## src/rtl/instr_fetch_unit.sv

```systemverilog
// instr_fetch_unit: owns the PC, issues one instruction-memory read at a time,
// buffers returned words in a small prefetch FIFO and hands them to the
// control unit over a valid/ready handshake. Redirects flush the FIFO and
// squash any read that is still in flight.
module instr_fetch_unit #(
   parameter int          INSTR_W  = 19,
   parameter int          OPC_W    = 5,
   parameter int          ADDR_W   = 19,
   parameter int          DEPTH    = 2,
   parameter int unsigned RESET_PC = 0
) (
   input  logic               CLK,
   input  logic               RST,
   output logic               IMEM_REQ,
   output logic [ADDR_W-1:0]  IMEM_ADDR,
   input  logic               IMEM_ACK,
   input  logic [INSTR_W-1:0] IMEM_RDATA,
   output logic               INSTR_VALID,
   input  logic               INSTR_READY,
   output logic [INSTR_W-1:0] INSTR,
   output logic [OPC_W-1:0]   OPCODE,
   output logic [ADDR_W-1:0]  INSTR_PC,
   input  logic               REDIRECT,
   input  logic [ADDR_W-1:0]  REDIRECT_PC
);

   localparam int PTR_W = (DEPTH > 1) ? $clog2(DEPTH) : 1;
   localparam int CNT_W = $clog2(DEPTH + 1);
   localparam logic [ADDR_W-1:0] RESET_PC_V = ADDR_W'(RESET_PC);
   localparam logic [CNT_W-1:0]  DEPTH_V    = CNT_W'(DEPTH);
   localparam logic [PTR_W-1:0]  PTR_ONE    = PTR_W'(1);

   // IDLE: no request; REQ: live request; DROP: request whose data is stale
   typedef enum logic [1:0] {
      ST_IDLE = 2'd0,
      ST_REQ  = 2'd1,
      ST_DROP = 2'd2
   } state_t;

   state_t             state_reg;
   logic [ADDR_W-1:0]  pc_reg;
   logic [ADDR_W-1:0]  addr_reg;
   logic               req_reg;

   logic [PTR_W-1:0]   rd_ptr_reg;
   logic [PTR_W-1:0]   wr_ptr_reg;
   logic [CNT_W-1:0]   count_reg;
   logic [CNT_W-1:0]   count_next;

   logic [INSTR_W-1:0] data_mem [DEPTH];
   logic [ADDR_W-1:0]  pc_mem   [DEPTH];
   logic [DEPTH-1:0]   wr_en;

   logic               push;
   logic               pop;
   logic [ADDR_W-1:0]  pc_inc;

   // Only a live (non-squashed) request may write the FIFO; a redirect
   // suppresses both push and pop because the FIFO is flushed anyway.
   assign push       = (state_reg == ST_REQ) && IMEM_ACK && !REDIRECT;
   assign pop        = (count_reg != '0) && INSTR_READY && !REDIRECT;
   assign count_next = count_reg + CNT_W'(push) - CNT_W'(pop);
   assign pc_inc     = pc_reg + ADDR_W'(1);

   genvar gi;
   generate
      for (gi = 0; gi < DEPTH; gi++) begin : g_wr_en
         assign wr_en[gi] = push && (wr_ptr_reg == PTR_W'(gi));
      end
   endgenerate

   // Fetch FSM: advances the PC, drives the request strobe and its address
   always_ff @(posedge CLK or posedge RST) begin
      if (RST) begin
         state_reg <= ST_IDLE;
         pc_reg    <= RESET_PC_V;
         addr_reg  <= RESET_PC_V;
         req_reg   <= 1'b0;
      end else begin
         case (state_reg)
            ST_IDLE: begin
               if (REDIRECT) begin
                  pc_reg <= REDIRECT_PC;
               end else if (count_reg < DEPTH_V) begin
                  state_reg <= ST_REQ;
                  req_reg   <= 1'b1;
                  addr_reg  <= pc_reg;
               end
            end
            ST_REQ: begin
               if (REDIRECT) begin
                  pc_reg <= REDIRECT_PC;
                  if (IMEM_ACK) begin
                     state_reg <= ST_IDLE;
                     req_reg   <= 1'b0;
                  end else begin
                     // keep the request up at its old address until it completes
                     state_reg <= ST_DROP;
                  end
               end else if (IMEM_ACK) begin
                  pc_reg <= pc_inc;
                  if (count_next < DEPTH_V) begin
                     addr_reg <= pc_inc;
                  end else begin
                     state_reg <= ST_IDLE;
                     req_reg   <= 1'b0;
                  end
               end
            end
            ST_DROP: begin
               if (REDIRECT) begin
                  pc_reg <= REDIRECT_PC;
               end
               if (IMEM_ACK) begin
                  state_reg <= ST_IDLE;
                  req_reg   <= 1'b0;
               end
            end
            default: begin
               state_reg <= ST_IDLE;
               req_reg   <= 1'b0;
            end
         endcase
      end
   end

   // FIFO pointers and occupancy; a redirect empties the FIFO
   always_ff @(posedge CLK or posedge RST) begin
      if (RST) begin
         rd_ptr_reg <= '0;
         wr_ptr_reg <= '0;
         count_reg  <= '0;
      end else if (REDIRECT) begin
         rd_ptr_reg <= '0;
         wr_ptr_reg <= '0;
         count_reg  <= '0;
      end else begin
         if (push) begin
            wr_ptr_reg <= wr_ptr_reg + PTR_ONE;
         end
         if (pop) begin
            rd_ptr_reg <= rd_ptr_reg + PTR_ONE;
         end
         count_reg <= count_next;
      end
   end

   // FIFO storage: instruction word plus the address it came from
   always_ff @(posedge CLK or posedge RST) begin
      if (RST) begin
         for (int i = 0; i < DEPTH; i++) begin
            data_mem[i] <= '0;
            pc_mem[i]   <= '0;
         end
      end else begin
         for (int i = 0; i < DEPTH; i++) begin
            if (wr_en[i]) begin
               data_mem[i] <= IMEM_RDATA;
               pc_mem[i]   <= pc_reg;
            end
         end
      end
   end

   assign IMEM_REQ    = req_reg;
   assign IMEM_ADDR   = addr_reg;
   assign INSTR_VALID = (count_reg != '0);
   assign INSTR       = data_mem[rd_ptr_reg];
   assign INSTR_PC    = pc_mem[rd_ptr_reg];
   assign OPCODE      = INSTR[INSTR_W-1 -: OPC_W];

endmodule

```

## config.mk

```make
export PLATFORM = sky130hd
export DESIGN_NAME = instr_fetch_unit
export DESIGN_NICKNAME = d
export VERILOG_FILES = /design/src/rtl/instr_fetch_unit.sv
export SDC_FILE = /design/constraint.sdc
export NUM_CORES = 1
export LEC_CHECK = 0
export CORE_MARGIN = 5
export CORE_UTILIZATION = 50
export CTS_BUF_LIST = sky130_fd_sc_hd__clkbuf_8
export CTS_CLUSTER_SIZE = 40
export DETAILED_ROUTE_END_ITERATION = 16
export GPL_TIMING_DRIVEN = 1
export HOLD_SLACK_MARGIN = 0.03
export PLACE_DENSITY_LB_ADDON = 0.15
export SYNTH_ARGS = -nofsm -noshare
export SYNTH_HDL_FRONTEND = slang
export SYNTH_SLANG_ARGS = --single-unit
export TNS_END_PERCENT = 1
```

## constraint.sdc

```tcl
create_clock -name CLK -period 3.28 [get_ports CLK]
set_input_delay 0.328 -clock CLK [delete_from_list [all_inputs] [get_ports CLK]]
set_output_delay 0.328 -clock CLK [all_outputs]
set_load 0.01 [all_outputs]
```

==> flow_metrics.env, run 1 <==
export IMPL_status="complete, no violations"
export IMPL_arrival_ns=3.25
export IMPL_start_util_pct=50.8
export IMPL_postSynthAreaPerCell_um2=11.3
export IMPL_die_x_um=120
export IMPL_drive_gt1_share_pct=26.7
export IMPL_grt_overflow_total=0
export IMPL_track_usage_pct=21.1
export IMPL_path_class="reg2reg"
export IMPL_ys_async_sr_fraction_pct=100
export IMPL_slew_viol_final=0
export IMPL_antenna_found_initial=0
export IMPL_cts_buffer_depth=2
export IMPL_finalHoldViolCount=0
export IMPL_die_area_um2=14500
export IMPL_total_power_w=0.00587
export IMPL_crit_path_end_kind="register"
export IMPL_pwr_share_comb_pct=35.7
export IMPL_p_leak_nw=3.17
export IMPL_p_per_area_nw_per_um2=764
export IMPL_setup_viol=0
export IMPL_synth_compound_gate_area_share_pct=9.59
export IMPL_place_congestion=0.824
export IMPL_portBuffers=106
export IMPL_power_frac_clock_pct=23.2
export IMPL_avgRoutedWirePerCell_um=18.6
export IMPL_ant_nets=0
export IMPL_nFillCells=1014
export IMPL_layout_min_cycle_time_ns=2.92
export IMPL_swShare_pct=31.0
export IMPL_cts_tree="done"
export IMPL_ys_warn_count=0
export IMPL_p_seq_share_pct=41.0
export IMPL_root_buffer="clkbuf_8"
export IMPL_initialDrtViolationCount=348
export IMPL_synthAdderAreaFrac_pct=0.615
export IMPL_rows=40
export IMPL_cts_made_buffers=17
export IMPL_cp_max_fo=18
export IMPL_core_area_um2=12000
export IMPL_clk_latency_ns=0.44
export IMPL_muxShareOfSynthArea_pct=21.7
export IMPL_slew_headroom_pct=51.7
export IMPL_worstPathRequired_ns=3.61
export IMPL_boundaryPins=107
export IMPL_die_h_um=120
export IMPL_fin_skew_ns=0.00944
export IMPL_worst_slew_pin_slew_ns=0.725
export IMPL_antenna_cells=0
export IMPL_grt_pass1_vias=4821
export IMPL_cts_sinks=121
export IMPL_grt_pass1_wl_mm=24.2
export IMPL_ys_seq_elements=121
export IMPL_route_detailed_drc=0
export IMPL_syn_area_um2=6100
export IMPL_power_switching_w=0.00182
export IMPL_synth_cell_types=53
export IMPL_syn_num_nets=587
export IMPL_cts_htree_levels=4
export IMPL_synth_flop_cell="dfrtp_1"
export IMPL_reg_top3="data_mem x38, pc_mem x38"
export IMPL_fin_crit_sh_pct=89.0
export IMPL_ys_seq_area_share_pct=49.6
export IMPL_fmax_mhz=342
export IMPL_rsz0062_at_grt="false"
export IMPL_postCtsSetupBuffers=0
export IMPL_drt_wl_total_mm=14.7
export IMPL_vias=4638
export IMPL_nNetsFinal=674
export IMPL_postCtsHoldBufs=0
export IMPL_synthSimpleGateAreaFrac_pct=11.6
export IMPL_crit_path_start_kind="register"
export IMPL_post_synth_inst_count=541
export IMPL_synth_top_family_by_area="multiplexers"
export IMPL_clk_pin_slew_worst_paths_ns=0.07
export IMPL_synth_xor_xnor_area_share_pct=2.44
export IMPL_hold_class="in2async"
export IMPL_drv_cap=0
export IMPL_via_per_inst=5.89
export IMPL_dr_pass1_iters=5
export IMPL_peakVddDrop_v=0.000494
export IMPL_cts_resized=0
export IMPL_synth_edff_count=0
export IMPL_regArea_um2=3030
export IMPL_multi_input_area_um2=2820
export IMPL_dp_final_hpwl_mm=10.1
export IMPL_intPower_w=0.00405
export IMPL_grt_start_max_net_pins=122
export IMPL_tns_ns=0
export IMPL_syn2layout_area_growth_pct=25.8
## power by group through the flow
| stage | registers, W | clock network, W | logic (W) |
|---|---|---|---|
| finish | 0.00241 | 0.00136 | 0.00210 |
| global route | 0.00248 | 0.00146 | 0.00227 |
| CTS | 0.00241 | 0.00139 | 0.00213 |
| detailed placement | 0.00244 | 0 | 0.00211 |
| global placement | 0.00239 | 0 | 0.00208 |
| floorplan | 0.00227 | 0 | 0.00127 |
## through the flow
step           instance area [µm²]  worst slack (ns)  hold slack (ns)  instances  util, %
2_1_floorplan                 6110             0.397            0.444        541        -
3_3_place_gp                  7280             0.275            0.461        756     60.6
3_5_place_dp                  7280             0.168            0.480        756     60.6
4_1_cts                       7680             0.358            0.431        788     64.0
5_1_grt                       7680             0.174            0.451        788     64.0
6_report                      7680             0.360            0.364        788     64.0
## critical path: stages, from the launching register on
cell     delay [ns]
dfrtp_1        0.47
or2_2          0.35
nand2_1        0.10
nor2_1         0.05
ha_1           0.27
inv_1          0.04
ha_1           0.20
xnor2_1        0.35
a41o_1         0.26
or2_2          0.34
mux2_2         0.37
## cells by family after synthesis
kind of cell,count (synthesis)
AND/OR/NAND/NOR,129
buffers and inverters,61
adder cells (fa/ha/maj),3
flip-flops,121
AO/OA/AOI/OAI,92
multiplexers,118
XOR/XNOR,17
## synth_stat cells, drive strengths merged, types with 7 or more instances
cell    instances  share of area [%]
clkbuf         28                1.7
inv             8               0.49
dfrtp         121                 50
and3            7               0.72
nand2          23                1.4
buf            25                2.2
o21ai          16                1.3
nor2           20                1.2
nor4            8               0.82
a31oi           9               0.92
a21oi          29                2.4
nand3           9               0.82
xnor2          13                1.9
nor3           26                2.1
mux2          115                 21
nand4           8                1.1
## cells in the final DEF, fill, tap and decap left out, types with 4 or more instances in the layout
| master | n |
|---|---|
| and4_1 | 4 |
| xnor2_1 | 13 |
| a2bb2oi_1 | 6 |
| a31oi_1 | 9 |
| a311oi_1 | 4 |
| nand3_1 | 8 |
| o21ai_0 | 16 |
| mux2_2 | 115 |
| dfrtp_1 | 120 |
| a211oi_1 | 5 |
| nand4_1 | 7 |
| o22ai_1 | 6 |
| inv_1 | 10 |
| a21oi_1 | 29 |
| xor2_1 | 4 |
| nand2_1 | 23 |
| nor3_1 | 26 |
| buf_4 | 12 |
| clkdlybuf4s50_1 | 106 |
| clkbuf_8 | 18 |
| nor4_1 | 8 |
| nor2_1 | 19 |
| nand2b_1 | 5 |
| and3_1 | 7 |
| clkinvlp_4 | 5 |
## per-layer routing
metal	up-vias	global-route usage (%)	routed length, µm
met5	-	0	0
met4	0	7.51	260
met3	19	5.19	781
met2	138	35.2	7370
met1	2347	26.9	6270
li1	2134	-	-
## final timing paths
check                      cells past startpoint      endpoint            from  slack [ns]
max                                           10  IMEM_ADDR[2]    count_reg[1]        0.36
min                                            3  IMEM_ADDR[0]             RST        0.36
max reg2reg                                   10  IMEM_ADDR[2]    count_reg[1]        0.36
min reg2reg                                    2     pc_mem[7]       pc_mem[7]        0.48
max in group asynchronous                      3     pc_reg[6]             RST        2.35
min in group CLK                               3     pc_reg[1]  REDIRECT_PC[1]        0.45
## final cells by class
| type | count | area share (%) |
|---|---|---|
| Multi-Input combinational cell | 359 | 36.7 |
| Timing Repair Buffer | 121 | 15.8 |
| Inverter | 8 | 0.440 |
| Tap cell | 147 | 2.39 |
| Clock inverter | 14 | 2.07 |
| Clock buffer | 18 | 3.22 |
| Sequential cell | 121 | 39.4 |
Note: power is estimated with default switching activity, not from simulation.
==> run 2: changes to the inputs <==
--- a/config.mk
+++ b/config.mk
@@ -6,7 +6,7 @@
 export NUM_CORES = 1
 export LEC_CHECK = 0
 export CORE_MARGIN = 5
-export CORE_UTILIZATION = 50
+export CORE_UTILIZATION = 40
 export CTS_BUF_LIST = sky130_fd_sc_hd__clkbuf_8
 export CTS_CLUSTER_SIZE = 40
 export DETAILED_ROUTE_END_ITERATION = 16
==> run 2 against run 1 <==
Net effect:
- via count shrank 1.5%
- critical path type unchanged
- critical path depth is the same
- total power shrank 0.22%
- routed wire length grew 3.4%
- clock power is essentially flat
==> flow_metrics.env, run 2 (synthesized netlist as in run 1, its figures left out) <==
export IMPL_finalNonFillerCells=831
export IMPL_initialDrtViolationCount=255
export IMPL_ant_nets=0
export IMPL_rsz0062_at_grt="false"
export IMPL_drv_cap=0
export IMPL_core_area_um2=15100
export IMPL_via_per_inst=5.50
export IMPL_start_util_pct=40.5
export IMPL_cts_htree_levels=4
export IMPL_final_cell_mix="dfrtp_1, mux2_2, clkdlybuf4s50_1"
export IMPL_syn2layout_area_growth_pct=26.5
export IMPL_portBuffers=106
export IMPL_cts_resized=0
export IMPL_peakVddDrop_v=0.000560
export IMPL_place_congestion=0.808
export IMPL_cp_max_fo=18
export IMPL_path_class="reg2reg"
export IMPL_arrival_ns=3.27
export IMPL_worstPathRequired_ns=3.60
export IMPL_antenna_found_initial=0
export IMPL_fin_crit_sh_pct=89.8
export IMPL_status="complete, no violations"
export IMPL_critPathLaunch="count_reg[1]"
export IMPL_fin_skew_ns=0.0110
export IMPL_postCtsHoldBufs=0
export IMPL_nNetsFinal=676
export IMPL_grt_start_max_net_pins=122
export IMPL_worst_slew_pin_slew_ns=0.734
export IMPL_dp_final_hpwl_mm=10.4
export IMPL_dr_pass1_iters=4
export IMPL_cts_buffer_depth=2
export IMPL_fmax_mhz=339
export IMPL_root_buffer="clkbuf_8"
export IMPL_layout_min_cycle_time_ns=2.95
export IMPL_die_h_um=134
export IMPL_drive_gt1_share_pct=27.5
export IMPL_dpl_cell_count=799
export IMPL_grt_pass1_wl_mm=24.9
export IMPL_nFillCells=1364
export IMPL_final_common_cell="dfrtp_1"
export IMPL_postCtsSetupBuffers=0
export IMPL_die_x_um=134
export IMPL_slew_headroom_pct=51.0
export IMPL_cts_made_buffers=17
export IMPL_cts_tree="done"
export IMPL_route_detailed_drc=0
export IMPL_p_leak_nw=3.16
export IMPL_clk_pin_slew_worst_paths_ns=0.07
export IMPL_r2r_start="count_reg[1]"
export IMPL_track_usage_pct=17.4
export IMPL_grt_pass1_vias=4778
export IMPL_slew_viol_final=0
export IMPL_clk_latency_ns=0.44
export IMPL_die_area_um2=17800
export IMPL_cts_sinks=121
export IMPL_finalHoldViolCount=0
export IMPL_boundaryPins=107
export IMPL_rows=45
export IMPL_antenna_cells=0
export IMPL_crit_path_end_kind="register"
export IMPL_vias=4570
export IMPL_tns_ns=0
export IMPL_grt_overflow_total=0
export IMPL_drt_wl_total_mm=15.2
export IMPL_crit_path_start_kind="register"
export IMPL_p_per_area_nw_per_um2=758
export IMPL_setup_viol=0
export IMPL_reg_top3="data_mem x38, pc_mem x38"
export IMPL_hold_class="in2async"
export IMPL_avgRoutedWirePerCell_um=18.3
## run 2: area by class of cell
| type | count | area, µm² | share of cell area [%] |
|---|---|---|---|
| well taps | 188 | 235 | 3.05 |
| inverters | 8 | 33.8 | 0.437 |
| repair buffers | 123 | 1200 | 15.5 |
| flip-flops and latches | 121 | 3030 | 39.2 |
| multi-input cells | 359 | 2820 | 36.5 |
| clock inverters | 13 | 144 | 1.86 |
| clock buffers | 19 | 262 | 3.39 |
## run 2: final timing paths
path | to | slack (ns) | depth (start not counted)
setup / recovery | IMEM_ADDR[5] | 0.33 | 10
hold / removal | IMEM_ADDR[0] | 0.43 | 3
setup reg to reg | IMEM_ADDR[5] | 0.33 | 10
hold reg to reg | pc_mem[15] | 0.48 | 2
max in group asynchronous | pc_mem[0] | 2.37 | 3
min in group CLK | pc_reg[1] | 0.45 | 3
## run 2: power by group
group	switching (W)	total (W)	internal, W
registers	0.000378	0.00239	0.00201
clock network	0.000647	0.00137	0.000721
logic	0.000826	0.00210	0.00128
## run 2: per-layer routing
layer	GRT usage, %	wire length [µm]	part of all wire (%)
met1	22.2	6740	44
met2	28.8	7450	49
met3	4.12	634	4.2
met4	6.86	344	2.3
met5	0	0	0
## run 2: per-stage QoR
stage | total power (W) | utilization (%) | hold slack, ns | area, µm² | setup WS (ns)
2_1_floorplan | 0.00355 | - | 0.444 | 6110 | 0.397
3_3_place_gp | 0.00449 | 48.5 | 0.463 | 7320 | 0.276
3_5_place_dp | 0.00455 | 48.5 | 0.469 | 7320 | 0.172
4_1_cts | 0.00594 | 51.2 | 0.443 | 7720 | 0.319
5_1_grt | 0.00621 | 51.2 | 0.461 | 7720 | 0.169
6_report | 0.00586 | 51.2 | 0.427 | 7720 | 0.333
## run 2: critical path, cell delays in order (launching register included)
cell and delay [ns]:
dfrtp_1 0.49, or2_2 0.35, nand2_1 0.12, nor2_1 0.05
ha_1 0.29, inv_1 0.06, ha_1 0.20, xor2_1 0.33
and3_1 0.23, or2_2 0.34, mux2_2 0.38
==> variant (settings of run 1) <==
Set the parameter `OPC_W` to 10 (it was 5).
--- a/src/rtl/instr_fetch_unit.sv
+++ b/src/rtl/instr_fetch_unit.sv
@@ -4,7 +4,7 @@
 // squash any read that is still in flight.
 module instr_fetch_unit #(
    parameter int          INSTR_W  = 19,
-   parameter int          OPC_W    = 5,
+   parameter int          OPC_W    = 10,
    parameter int          ADDR_W   = 19,
    parameter int          DEPTH    = 2,
    parameter int unsigned RESET_PC = 0
Ports: changed (resized OPCODE); port bits go from 107 to 112. The function was not compared with the original's and may differ.
==> variant against run 1 <==
- design area is 0.81% higher
- sequential cell count stayed put
- critical path type unchanged
- combinational power is 2% higher
- worst setup slack worse by 0.036 ns
- routed wire length is 1.9% higher
- power is 1.7% higher
- clock power is 4% higher
- synthesized cell count is 0.92% higher
- synthesized area is 0.61% higher
==> variant: results (changes against run 1) <==
metric,value,unit,change
vias in the first global route,4823,,+0.041%
synthesized-area fraction occupied by adder cells,0.6111,%,-0.0038 points
Clock Skew,0.01643,ns,+0.006992 ns
status,"finished, final reports clean",,
met1 Use GR,27.96,%,+1.0 points
DR pass1 iterations,4,,-1
worst r2r dst,IMEM_ADDR[12]$_DFFE_PP0P_,,
largest net degree at the start of global routing,46,,-62%
first-pass GRT wire length,24.67,mm,+2.1%
port bufs,111,,+4.7%
Least-Margin Pin Slew,0.8412,ns,+0.1166 ns
met2 GRT Util,34.63,%,-0.61 points
NonClk Buf Share,16.28,%,+0.52 points
Worst VDD drop,366.9,uV,-26%
GP Congestion,0.8367,,+1.6%
Synth area leaders,"dfrtp_1, mux2_2, a21oi_1, nor3_1, xnor2_1",,
Net Switching,0.001873,W,+2.9%
Final clock-cell share,5.412,%,+0.12 points
sequential area share after synthesis,49.30,%,-0.30 points
detailed router's first-iteration violation count,367,,+5.5%
mux cell area share after synthesis,21.57,%,-0.13 points
total design power,0.005973,W,+1.7%
Syn Nets,592,,+0.85%
Comb power,0.00215,W,+2%
Synth Area in XOR/XNOR,2.424,%,-0.015 points
## variant: cell count changes after synthesis, sizes merged
cell,change
buf,+5
## variant: worst max path at each step
| stage | startpoint | endpoint | slack (ns) | cells after the start |
|---|---|---|---|---|
| CTS | count_reg[1]$_DFF_PP0_ | IMEM_ADDR[12]$_DFFE_PP0P_ | 0.33 | 10 |
| finish | count_reg[1]$_DFF_PP0_ | IMEM_ADDR[12]$_DFFE_PP0P_ | 0.32 | 10 |
| detailed placement | REDIRECT | IMEM_ADDR[12]$_DFFE_PP0P_ | 0.16 | 10 |
| global placement | REDIRECT | IMEM_ADDR[5]$_DFFE_PP0P_ | 0.29 | 10 |
| floorplan | count_reg[1]$_DFF_PP0_ | IMEM_ADDR[12]$_DFFE_PP0P_ | 0.40 | 13 |
| global route | count_reg[1]$_DFF_PP0_ | IMEM_ADDR[12]$_DFFE_PP0P_ | 0.13 | 10 |
## variant: per-stage QoR
stage | setup slack (ns) | std cells | hold WS [ns] | area (um2)
floorplan | 0.3971 | 546 | 0.4444 | 6146
global placement | 0.2922 | 761 | 0.4630 | 7326
detailed placement | 0.1587 | 761 | 0.4867 | 7326
CTS | 0.3291 | 793 | 0.4169 | 7745
global route | 0.1261 | 793 | 0.4580 | 7745
finish | 0.3241 | 793 | 0.3970 | 7745
## variant: cells by family (layout without fill, tap and decap cells)
| family | count (synthesis) | count (layout) |
|---|---|---|
| AOI/OAI and AO/OA | 92 | 92 |
| xor gates and xnor gates | 17 | 17 |
| adders and majority gates | 3 | 3 |
| buffers and inverters | 66 | 166 |
| DFF | 121 | 121 |
| muxes | 118 | 118 |
| and+or+nand+nor | 129 | 129 |
